===== config.mk =====
export PLATFORM = sky130hd
export DESIGN_NAME = rgb_to_luma
export DESIGN_NICKNAME = d
export VERILOG_FILES = /design/src/rtl/rgb_to_luma.sv
export SDC_FILE = /design/constraint.sdc
export NUM_CORES = 1
export LEC_CHECK = 0
export CORE_MARGIN = 4
export CORE_UTILIZATION = 35
export CTS_CLUSTER_SIZE = 10
export DETAILED_ROUTE_END_ITERATION = 7
export GPL_TIMING_DRIVEN = 0
export RECOVER_POWER = 100
export SYNTH_ARGS = -nofsm -noshare
export SYNTH_HDL_FRONTEND = slang
export SYNTH_SLANG_ARGS = --single-unit

===== constraint.sdc =====
create_clock -name clk -period 3.7 [get_ports clk]
set_input_delay 0.925 -clock clk [delete_from_list [all_inputs] [get_ports clk]]
set_output_delay 0.925 -clock clk [all_outputs]
set_load 0.01 [all_outputs]

===== src/rtl/rgb_to_luma.sv =====
// rgb_to_luma: RGB888 to 8-bit luma converter with aligned syncs and active-geometry measurement.
// Latency: fixed 3 cycles from r_i/g_i/b_i/dv_i/hs_i/vs_i to y_o/dv_o/hs_o/vs_o.
// Backpressure: none; a pixel-rate stream that accepts one sample every clock.
//
// Ports:
//   clk, rst_n            pixel clock (rising edge), synchronous active-low reset
//   r_i, g_i, b_i         8-bit colour components, sampled every cycle
//   dv_i, hs_i, vs_i      data valid / horizontal sync / vertical sync (active high)
//   y_o                   luma, rounded, 3 cycles after the matching RGB input
//   dv_o, hs_o, vs_o      input syncs delayed by 3 cycles, aligned with y_o
//   width_o, height_o     active pixels per line / active lines of the last complete frame
//   geom_valid_o          width_o/height_o describe a consistent frame within MAX_WIDTH x MAX_HEIGHT
//
// Build option: define LUMA_BT709_EN for BT.709 weights (54/183/19); default is BT.601 (77/150/29).

module rgb_to_luma #(
    parameter int MAX_WIDTH  = 1600,
    parameter int MAX_HEIGHT = 900
) (
    input  logic        clk,
    input  logic        rst_n,
    input  logic [7:0]  r_i,
    input  logic [7:0]  g_i,
    input  logic [7:0]  b_i,
    input  logic        dv_i,
    input  logic        hs_i,
    input  logic        vs_i,
    output logic [7:0]  y_o,
    output logic        dv_o,
    output logic        hs_o,
    output logic        vs_o,
    output logic [10:0] width_o,
    output logic [9:0]  height_o,
    output logic        geom_valid_o
);

    // Weights always sum to 256, so the rounded sum never exceeds 65408.
`ifdef LUMA_BT709_EN
    localparam logic [15:0] C_R = 16'd54;
    localparam logic [15:0] C_G = 16'd183;
    localparam logic [15:0] C_B = 16'd19;
`else
    localparam logic [15:0] C_R = 16'd77;
    localparam logic [15:0] C_G = 16'd150;
    localparam logic [15:0] C_B = 16'd29;
`endif

    localparam logic [10:0] MAX_W     = 11'(MAX_WIDTH);
    localparam logic [9:0]  MAX_H     = 10'(MAX_HEIGHT);
    localparam logic [10:0] PIX_SAT   = 11'h7FF;
    localparam logic [9:0]  LINE_SAT  = 10'h3FF;

    // ------------------------------------------------------------------
    // Luma datapath
    // ------------------------------------------------------------------
    logic [15:0] r_p_r;
    logic [15:0] r_p_g;
    logic [15:0] r_p_b;
    logic [16:0] r_sum;
    logic [7:0]  r_y;

    always_ff @(posedge clk) begin
        if (!rst_n) begin
            r_p_r <= 16'd0;
            r_p_g <= 16'd0;
            r_p_b <= 16'd0;
            r_sum <= 17'd0;
            r_y   <= 8'd0;
        end else begin
            r_p_r <= C_R * {8'd0, r_i};
            r_p_g <= C_G * {8'd0, g_i};
            r_p_b <= C_B * {8'd0, b_i};
            // +128 rounds the >>8 to nearest.
            r_sum <= {1'b0, r_p_r} + {1'b0, r_p_g} + {1'b0, r_p_b} + 17'd128;
            // Bit 16 cannot be set with weights summing to 256; the clamp is a
            // guard in case the weights are ever changed.
            r_y   <= r_sum[16] ? 8'hFF : r_sum[15:8];
        end
    end

    assign y_o = r_y;

    // ------------------------------------------------------------------
    // Sync delay lines, same depth as the luma pipe
    // ------------------------------------------------------------------
    logic [2:0] r_dv_sr;
    logic [2:0] r_hs_sr;
    logic [2:0] r_vs_sr;

    always_ff @(posedge clk) begin
        if (!rst_n) begin
            r_dv_sr <= 3'b000;
            r_hs_sr <= 3'b000;
            r_vs_sr <= 3'b000;
        end else begin
            r_dv_sr <= {r_dv_sr[1:0], dv_i};
            r_hs_sr <= {r_hs_sr[1:0], hs_i};
            r_vs_sr <= {r_vs_sr[1:0], vs_i};
        end
    end

    assign dv_o = r_dv_sr[2];
    assign hs_o = r_hs_sr[2];
    assign vs_o = r_vs_sr[2];

    // ------------------------------------------------------------------
    // Geometry measurement
    // ------------------------------------------------------------------
    logic        r_dv_dly;
    logic        r_vs_dly;
    logic [10:0] r_pix_cnt;
    logic [10:0] r_line_w;
    logic [9:0]  r_line_cnt;
    logic        r_mismatch;
    logic        r_armed;
    // Set when a vs edge cut a run short; the rest of that run is ignored
    // until dv falls so the tail is not counted as a line.
    logic        r_skip_run;
    logic [10:0] r_width;
    logic [9:0]  r_height;
    logic        r_geom_valid;

    logic w_vs_rise;
    logic w_dv_fall;
    logic w_geom_ok;

    assign w_vs_rise = vs_i & ~r_vs_dly;
    assign w_dv_fall = r_dv_dly & ~dv_i;

    assign w_geom_ok = !r_mismatch
                       && (r_line_w != 11'd0) && (r_line_w <= MAX_W)
                       && (r_line_cnt != 10'd0) && (r_line_cnt <= MAX_H);

    always_ff @(posedge clk) begin
        if (!rst_n) begin
            // Delay registers start high so a sync already asserted at
            // release does not look like a fresh edge.
            r_dv_dly     <= 1'b1;
            r_vs_dly     <= 1'b1;
            r_pix_cnt    <= 11'd0;
            r_line_w     <= 11'd0;
            r_line_cnt   <= 10'd0;
            r_mismatch   <= 1'b0;
            r_armed      <= 1'b0;
            r_skip_run   <= 1'b0;
            r_width      <= 11'd0;
            r_height     <= 10'd0;
            r_geom_valid <= 1'b0;
        end else begin
            r_dv_dly <= dv_i;
            r_vs_dly <= vs_i;

            if (w_vs_rise) begin
                // Frame boundary has priority over any line event this cycle;
                // a line ending on the same cycle is dropped.
                if (r_armed) begin
                    r_width      <= r_line_w;
                    r_height     <= r_line_cnt;
                    r_geom_valid <= w_geom_ok;
                end
                r_line_cnt <= 10'd0;
                r_line_w   <= 11'd0;
                r_mismatch <= 1'b0;
                r_pix_cnt  <= 11'd0;
                r_armed    <= 1'b1;
                r_skip_run <= dv_i;
            end else if (w_dv_fall) begin
                if (r_skip_run) begin
                    r_skip_run <= 1'b0;
                    r_pix_cnt  <= 11'd0;
                end else begin
                    r_line_w  <= r_pix_cnt;
                    r_pix_cnt <= 11'd0;
                    if (r_line_cnt != LINE_SAT) begin
                        r_line_cnt <= r_line_cnt + 10'd1;
                    end
                    if ((r_line_w != 11'd0) && (r_line_w != r_pix_cnt)) begin
                        r_mismatch <= 1'b1;
                    end
                end
            end else if (dv_i && !r_skip_run) begin
                if (r_pix_cnt != PIX_SAT) begin
                    r_pix_cnt <= r_pix_cnt + 11'd1;
                end
            end
        end
    end

    assign width_o      = r_width;
    assign height_o     = r_height;
    assign geom_valid_o = r_geom_valid;

endmodule


Word level (Yosys, flattened, before mapping)
Index checks and enable logic that the tools add are counted.
{"block": "totals", "regBits": 141, "in_bits": 29, "out_inout_bits": 33, "wordCells": 62}
{"block": "op_classes", "add_sub_neg": 5, "n_mul": 3, "magnitude_cmp": 2, "n_eq_ne": 3, "muxes": 3, "bitwise_logic": 6, "n_reduce_logical": 18}
{"operator": "$mul 7x8->15 const A", "count": 2}
{"operator": "$add 16x16->17", "count": 1}
{"operator": "$add 17x16->17", "count": 1}
{"operator": "$add 17x8->17 const B", "count": 1}
{"operator": "$mul 5x8->13 const A", "count": 1}
{"operator": "$add 11x1->11 const B", "count": 1}
{"operator": "$le 11x11->1 const B", "count": 1}
{"operator": "$ne 11x11->1", "count": 1}
{"operator": "$ne 11x11->1 const B", "count": 1}
{"operator": "$reduce_bool 11->1", "count": 1}
{"operator": "$add 10x1->10 const B", "count": 1}
{"operator": "$le 10x10->1 const B", "count": 1}
{"operator": "$ne 10x10->1 const B", "count": 1}
{"operator": "$reduce_bool 10->1", "count": 1}
{"operator": "$mux 8", "count": 1}
{"operator": "$logic_and 1x1->1", "count": 6}
{"operator": "$reduce_and 2->1", "count": 3}
{"operator": "$reduce_and 3->1", "count": 2}
{"operator": "$not 1->1", "count": 4}
{"operator": "$reduce_or 3->1", "count": 1}
{"operator": "$and 1x1->1", "count": 2}
{"operator": "$logic_not 1->1", "count": 2}
{"operator": "$mux 1", "count": 2}
{"operator": "$reduce_bool 2->1", "count": 1}
{"operator": "$reduce_or 2->1", "count": 1}

Logic depth before layout (Yosys ltp)
Gate-level depths: netlist (run 1).
{"block": "depth", "word_depth": 5, "mapped_depth": 13, "mapped_depth_nobuf": 13}

Worst setup path after synthesis (run 1)
Ideal clock, no wire load.
{"block": "synth_timing", "path_type": "input to register", "start": "in g_i[4]", "end": "reg r_p_g[14]", "setup_time_ps": 72, "arrival_ps": 3894, "required_ps": 3628, "slack_ps": -266, "path_stages": 12, "n_path_buf": 0, "cell_sequence": "ha_1 -> ha_1 -> inv_1 -> fa_1 -> fa_1 -> inv_1 -> ha_1 -> a2111oi_0 -> o21ai_1 -> a31o_2 -> a31oi_1 -> mux2i_1"}
{"block": "synth_via", "elab_chain_cells": 1}
{"element": "start: declaration", "line": "23", "source": "input logic [7:0] g_i,"}
{"element": "$mul 7x8->15", "line": "71", "source": "r_p_g <= C_G * {8'd0, g_i};"}
{"element": "end signal: assignment", "line": "71"}
{"element": "end: declaration", "line": "57", "source": "logic [15:0] r_p_g;"}
Every way passes these cells.
A chain may end at the register's enable or synchronous reset.

Worst setup path in the final report (run 1)
{"block": "layout_timing", "start": "in b_i[6]", "end": "reg r_p_b[12]"}
{"block": "layout_via", "elab_chain_cells": 1}
{"element": "start: declaration", "line": "24", "source": "input logic [7:0] b_i,"}
{"element": "$mul 5x8->13", "line": "72", "source": "r_p_b <= C_B * {8'd0, b_i};"}
{"element": "end signal: assignment", "line": "72"}
{"element": "end: declaration", "line": "58", "source": "logic [15:0] r_p_b;"}
Every way passes these cells.

==> results of run 1 <==
-- sequential cells by signal, indices dropped and copies added (netlist names), 3 cells and up --
signal      cells
r_line_cnt     10
r_hs_sr         3
r_p_b          13
r_pix_cnt      11
r_sum           9
y_o             8
r_line_w       11
r_p_r          15
r_dv_sr         3
width_o        11
height_o       10
r_vs_sr         3
r_p_g          15
-- critical path, cell delays in order --
cell	delay, ns
clkdlybuf4s50_1	0.59
fa_1	0.45
ha_1	0.31
ha_1	0.30
ha_1	0.39
o21a_1	0.24
o211ai_1	0.21
nor2_2	0.09
o31ai_2	0.23
o41ai_2	0.14
-- stage by stage --
stage                     setup TNS, ns  utilization (%)  hold slack (ns)  instance area (sq um)  instances
after floorplan                -0.01586                -           0.4114                   8509        937
after CTS                             0            43.08           0.4317                  10140       1350
after global routing           -0.01081            43.09           0.4438                  10140       1351
after global placement           -13.40            40.39           0.4155                   9509       1316
after detailed placement         -13.78            40.39           0.4179                   9509       1316
final                                 0            43.09           0.4312                  10140       1351
-- cell usage in the layout (no fill, tap or decap), types with 6 or more instances in the layout --
cell type and instances:
a211oi_1 13, a21o_1 12, a21oi_1 54, a31oi_1 6
and2_0 13, and2_1 15, clkbuf_1 21, clkbuf_16 17
clkbuf_2 7, dfxtp_1 128, dlygate4sd3_1 35, fa_1 37
ha_1 117, ha_4 13, inv_1 124, inv_2 7
inv_6 6, mux2i_1 9, nand2_1 91, nand2b_1 12
nand3_1 14, nand4_1 7, nor2_1 71, nor3_1 15
nor4_1 6, o21a_1 6, o21ai_0 28, or3_1 6
xnor2_1 11, xor2_1 29
-- cells by family after synthesis --
logic type | count (synthesis) | synth area share (%)
simple gates | 276 | 15.67
compound gates | 159 | 12.98
buf+inv | 157 | 7.140
xor+xnor | 40 | 4.173
fa+ha+maj | 168 | 28.44
mux | 9 | 1.073
flops | 128 | 30.53
-- layer usage --
metal	vias up	track usage (%)	wire, um	part of all wire [%]
li1	3318	-	-	-
met1	3020	19.95	9110	50
met2	93	23.34	8361	46
met3	13	3.088	682	3.7
met4	0	3.431	187	1.0
met5	-	0	0	0
-- report_power, final --
part / switching, mW / total [mW] / internal (mW)
clock network: 0.677 / 1.65 / 0.972
registers: 0.0535 / 1.62 / 1.57
logic: 1.41 / 2.52 / 1.11
total: 2.14 / 5.79 / 3.65
-- worst paths after layout --
kind / end / slack (ns) / depth (start not counted)
min: r_vs_sr[2]$_SDFF_PN0_ / 0.43 / 1
max reg2reg: r_sum[15]$_SDFF_PN0_ / 0.55 / 10
max: r_p_b[12]$_SDFF_PN0_ / 0.1 / 10
min reg2reg: r_vs_sr[2]$_SDFF_PN0_ / 0.43 / 1
-- what timing repair did --
action,in CTS,in global routing
gates cloned,0,0
endpoints found under the setup margin,17,15
resized for setup,50,45
pin swaps,9,18
buffers inserted,2,1
-- final cells by class --
type,instances,area [sq um]
inverters,131,491.7
multi-input cells,652,5441
flip-flops and latches,128,2562
clock buffers,19,452.9
repair buffers,63,561.8
plain buffers,26,107.6
clock inverters,13,126.4
well taps,319,399.1
fillers,2342,13400
==> out/results.ini, run 1 <==
[hold_path]
hp-class = flop to flop
hp-start = r_vs_sr[1]$_SDFF_PN0_

[finish]
layout-drive-gt1-share_pct = 9.205
antenna_cells = 0
syn_to_final_growth_pct = 20.84
fin_nets = 1216

[logic_synthesis]
postSynthCellCount = 937
synth-seq-cells = 128
yosys-top-cells-count = inv_1, ha_1, dfxtp_1, nand2_1, nor2_1
synth.most_common_cell = inv_1
yosys_warnings = 0
synth_cell_types = 62
async_flop_share_pct = 0
yosysTopAreaCell = dfxtp_1
synth_ff_type = dfxtp_1
synth_fp_nets = 1134
ys_seq_area_share_pct = 30.53
synth_area_sq_um = 8394
synthTopCellsByArea = dfxtp_1, ha_1, fa_1
netlist.area_leader.share_pct = 30.53
syn_area_per_cell_sq_um = 8.959
synth-edff-count = 0

[timing]
setup_viol = 0
slew-limit-headroom_pct = 31.28
hold_viol_final = 0
max_freq_mhz = 277.5
min_period_over_period_pct = 97.38
slew_viol_final = 0
layout_setup_ws_ns = 0.09686
worstMarginPinSlew_ns = 1.018
clock_skew_ns = 0.008110
period_needed_ns = 3.603

[run_status]
status = complete, no violations

[clock_tree]
clockRootBuffer = clkbuf_16
cts_tree = done
insertion_delay_ns = 0.42
numCtsBuffers = 17
clockBufferDepth = 2
path_clk_slew_ns = 0.06
h-tree-depth = 4
ctsHoldBuffers = 0
clkSinkCount = 128

[power]
power.density_nw_per_um2 = 571.0
vdd_drop_max_mv = 0.3009
finalPower_mw = 5.792
p_leak_nw = 4.733

[detailed_routing]
drc_errors = 0
ant_nets = 0
drtIter0Drc = 232
wire_per_inst_um = 13.58
via_per_inst = 4.770
dr.pass1.iters = 5
vias = 6444
wirelength_um = 18340

[global_route]
grt_pass1_vias = 6371
overflow = 0
track_usage_pct = 14.49
antenna_found_initial = 0
grt_first_pass_wirelength_um = 31340
grt_max_degree = 17

[floorplan]
fp-row-count = 56
core_area_sq_um = 23540
fp.dieH_um = 162.9
start_util_pct = 35.66
die-area_sq_um = 26530
die_x_um = 162.9
ios = 62

[worst_setup_path]
critPathKind = input pin to flop
start_kind = input pin
startpoint = b_i[6]
r2r_start = r_p_r[6]$_SDFF_PN0_
crit_fanout = 6
cp.arrival_ns = 3.88
crit_required_ns = 3.98
worstSetupEndpointType = flop

[placed_design]
dpl_worst_slack_ns = -1.051
gp_congestion = 0.8117
dp_hpwl_um = 13990
io_buffers = 60

[flow_run]
maxCapViolCount = 0

No activity file was read; power rests on OpenSTA's default activity.
==> run 2: changes to the inputs <==
--- a/config.mk
+++ b/config.mk
@@ -7,7 +7,6 @@
 export LEC_CHECK = 0
 export CORE_MARGIN = 4
 export CORE_UTILIZATION = 35
-export CTS_CLUSTER_SIZE = 10
 export DETAILED_ROUTE_END_ITERATION = 7
 export GPL_TIMING_DRIVEN = 0
 export RECOVER_POWER = 100
==> results of run 2 <==
The final DEF is identical to that of run 1; final timing and power are the same.
==> run 3: changes to the inputs <==
--- a/config.mk
+++ b/config.mk
@@ -6,9 +6,10 @@
 export NUM_CORES = 1
 export LEC_CHECK = 0
 export CORE_MARGIN = 4
-export CORE_UTILIZATION = 35
+export CORE_UTILIZATION = 28
 export DETAILED_ROUTE_END_ITERATION = 7
 export GPL_TIMING_DRIVEN = 0
+export PLACE_DENSITY = 0.56
 export RECOVER_POWER = 100
 export SYNTH_ARGS = -nofsm -noshare
 export SYNTH_HDL_FRONTEND = slang
==> run 3 against run 2 <==
Flip-flop and latch count unchanged. Clock-buffer cell count shrank 1. Sequential share of layout area down 0.23 points. Critical path depth grew 3. Maximum frequency is 0.80% higher. Combinational power is 2% lower. Die area grew 24%. Routed wire length is 0.69% lower. Highest routed layer unchanged. Clock power increased by 9.7%.
==> out/results.ini, run 3 (synthesized netlist as in run 1, its figures left out) <==
[run_status]
status = complete, no violations

[global_route]
antenna_found_initial = 0  ; unchanged
overflow = 0  ; unchanged
grt_pass1_vias = 6262  ; -1.7%
grt_max_degree = 17  ; unchanged
grt_first_pass_wirelength_um = 30580  ; -2.4%
track_usage_pct = 11.45  ; -3.0 points

[timing]
tns_ns = 0  ; unchanged
slew-limit-headroom_pct = 31.58  ; +0.30 points
clock_skew_ns = 0.008845  ; +0.0007358 ns
hold_viol_final = 0  ; unchanged
min_period_over_period_pct = 96.61  ; -0.78 points
grt_setup_unrepaired = false
setup_viol = 0  ; unchanged
max_freq_mhz = 279.8  ; +0.80%
slew_viol_final = 0  ; unchanged
period_needed_ns = 3.574  ; -0.02874 ns
worstMarginPinSlew_ns = 1.013  ; -0.004400 ns

[finish]
fin_nets = 1217  ; +0.082%
layout_common_cells = dfxtp_1, inv_1, ha_1
fin_util_pct = 34.53  ; -8.6 points
antenna_cells = 0  ; unchanged
stdcell_area_sq_um = 10230  ; +0.90%
top_regs = r_p_g: 15 flops, r_p_r: 15 flops, r_p_b: 13 flops
stdcell_count = 1423  ; +5.3%
fillers = 3099  ; +32%
syn_to_final_growth_pct = 21.93
layout-drive-gt1-share_pct = 8.712  ; -0.49 points
final_common_cell = dfxtp_1

[placed_design]
dp_hpwl_um = 14370  ; +2.7%
io_buffers = 60  ; unchanged
placed_cell_area_sq_um = 9598  ; +0.93%
gp_congestion = 0.8326  ; +2.6%
place_inst = 1387  ; +5.4%

[worst_setup_path]
critical-path-top-delay-family = adder cells
crit_required_ns = 4.05  ; +0.07 ns
slowest_delay_ns = 0.49  ; -0.10 ns
cp.arrival_ns = 3.93  ; +0.05 ns
crit_fanout = 4  ; -2
critPathKind = input pin to flop
worstSetupEndpointType = flop
cp.buffers_inverters = 3  ; +2
crit_slowest_cell = fa_1
start_kind = input pin
critical_path.cell_chain = buf_2, ha_1, ha_1, inv_1, fa_1, fa_1, inv_1, ha_4, o21a_1, o31a_1, o31a_1, o31ai_2, mux2i_1

[detailed_routing]
ant_nets = 0  ; unchanged
wirelength_um = 18220  ; -0.69%
dr.pass1.iters = 4  ; -1
drc_errors = 0  ; unchanged
via_per_inst = 4.494  ; -5.8%
vias = 6395  ; -0.76%
wire_per_inst_um = 12.80  ; -5.7%
drtIter0Drc = 282  ; +22%

[floorplan]
die-area_sq_um = 32810  ; +24%
fp.dieH_um = 181.1  ; +11%
core_area_sq_um = 29640  ; +26%
ios = 62  ; unchanged
fp-row-count = 63  ; +13%
die_x_um = 181.1  ; +11%
start_util_pct = 28.32  ; -7.3 points

[flow_run]
maxCapViolCount = 0  ; unchanged

[power]
finalPower_mw = 5.898  ; +1.8%
vdd_drop_max_mv = 0.4061  ; +35%
power.density_nw_per_um2 = 576.3  ; +0.92%
p_leak_nw = 4.762  ; +0.60%

[hold_path]
hp-class = flop to flop

[clock_tree]
insertion_delay_ns = 0.42  ; about the same
clockRootBuffer = clkbuf_16
path_clk_slew_ns = 0.06  ; about the same
h-tree-depth = 4  ; unchanged
numCtsBuffers = 17  ; unchanged
clkSinkCount = 128  ; unchanged
cts_tree = done
clockBufferDepth = 2  ; unchanged

run 3: cell count changes in the layout (fill, tap and decap cells not counted), sizes merged:
cell / change
clkbuf: -4
buf: +3
bufinv: +3
clkinvlp: -2
clkdlybuf4s50: +1
dlygate4sd2: +1
dlygate4sd3: -1
run 3: layout make-up:
type	count	area (sq um)	area share (%)
multi-input combinational	652	5396	52.73
sequential	128	2562	25.04
timing repair buffer	64	558.0	5.452
inverter	131	491.7	4.804
tap	390	488.0	4.768
clock buffer	18	429.2	4.193
clock inverter	14	201.4	1.968
buffer	26	107.6	1.051
run 3: path summary, 6_finish.rpt:
path                         startpoint                    end  slack, ns  cells after the start
setup / recovery                 r_i[4]   r_p_r[13]$_SDFF_PN0_       0.13                     13
hold / removal    r_hs_sr[0]$_SDFF_PN0_  r_hs_sr[1]$_SDFF_PN0_       0.43                      1
setup reg to reg    r_p_r[6]$_SDFF_PN0_   r_sum[15]$_SDFF_PN0_       0.56                     10
hold reg to reg   r_hs_sr[0]$_SDFF_PN0_  r_hs_sr[1]$_SDFF_PN0_       0.43                      1
run 3: stage by stage:
stage / setup WS, ns / hold slack (ns)
2_1_floorplan: -0.01586 / 0.4114
3_3_place_gp: -1.072 / 0.4131
3_5_place_dp: -1.029 / 0.4251
4_1_cts: 0.006233 / 0.4405
5_1_grt: 0.005025 / 0.4605
6_report: 0.1256 / 0.4337
run 3: metal layers:
layer	wire [um]	vias to the layer above	track usage (%)
li1	-	3309	-
met4	341	0	4.353
met3	748	19	2.335
met1	8932	2965	15.32
met2	8193	102	18.24
met5	0	-	0
run 3: worst register-to-register path: stages, from the launching register on:
cell and delay (ns):
dfxtp_1 0.30, inv_1 0.05, fa_1 0.52, inv_1 0.04, ha_1 0.28, ha_1 0.31, a2111oi_0 0.35, o21ai_0 0.28
a211o_2 0.43, a211oi_1 0.28, mux2i_1 0.21
run 3: timing repair:
item                                    in CTS  in global routing
hold buffers                                 0                  0
gates resized for setup                     50                 36
pin swaps                                    8                 11
endpoints found under the setup margin      17                 15
setup buffers                                2                  2
gates cloned                                 0                  0
run 3: power by group:
part,total (mW),switching [mW],internal [mW],leakage (nW)
logic,2.47,1.37,1.10,3.41
clock network,1.81,0.671,1.14,0.303
registers,1.62,0.0518,1.57,1.05
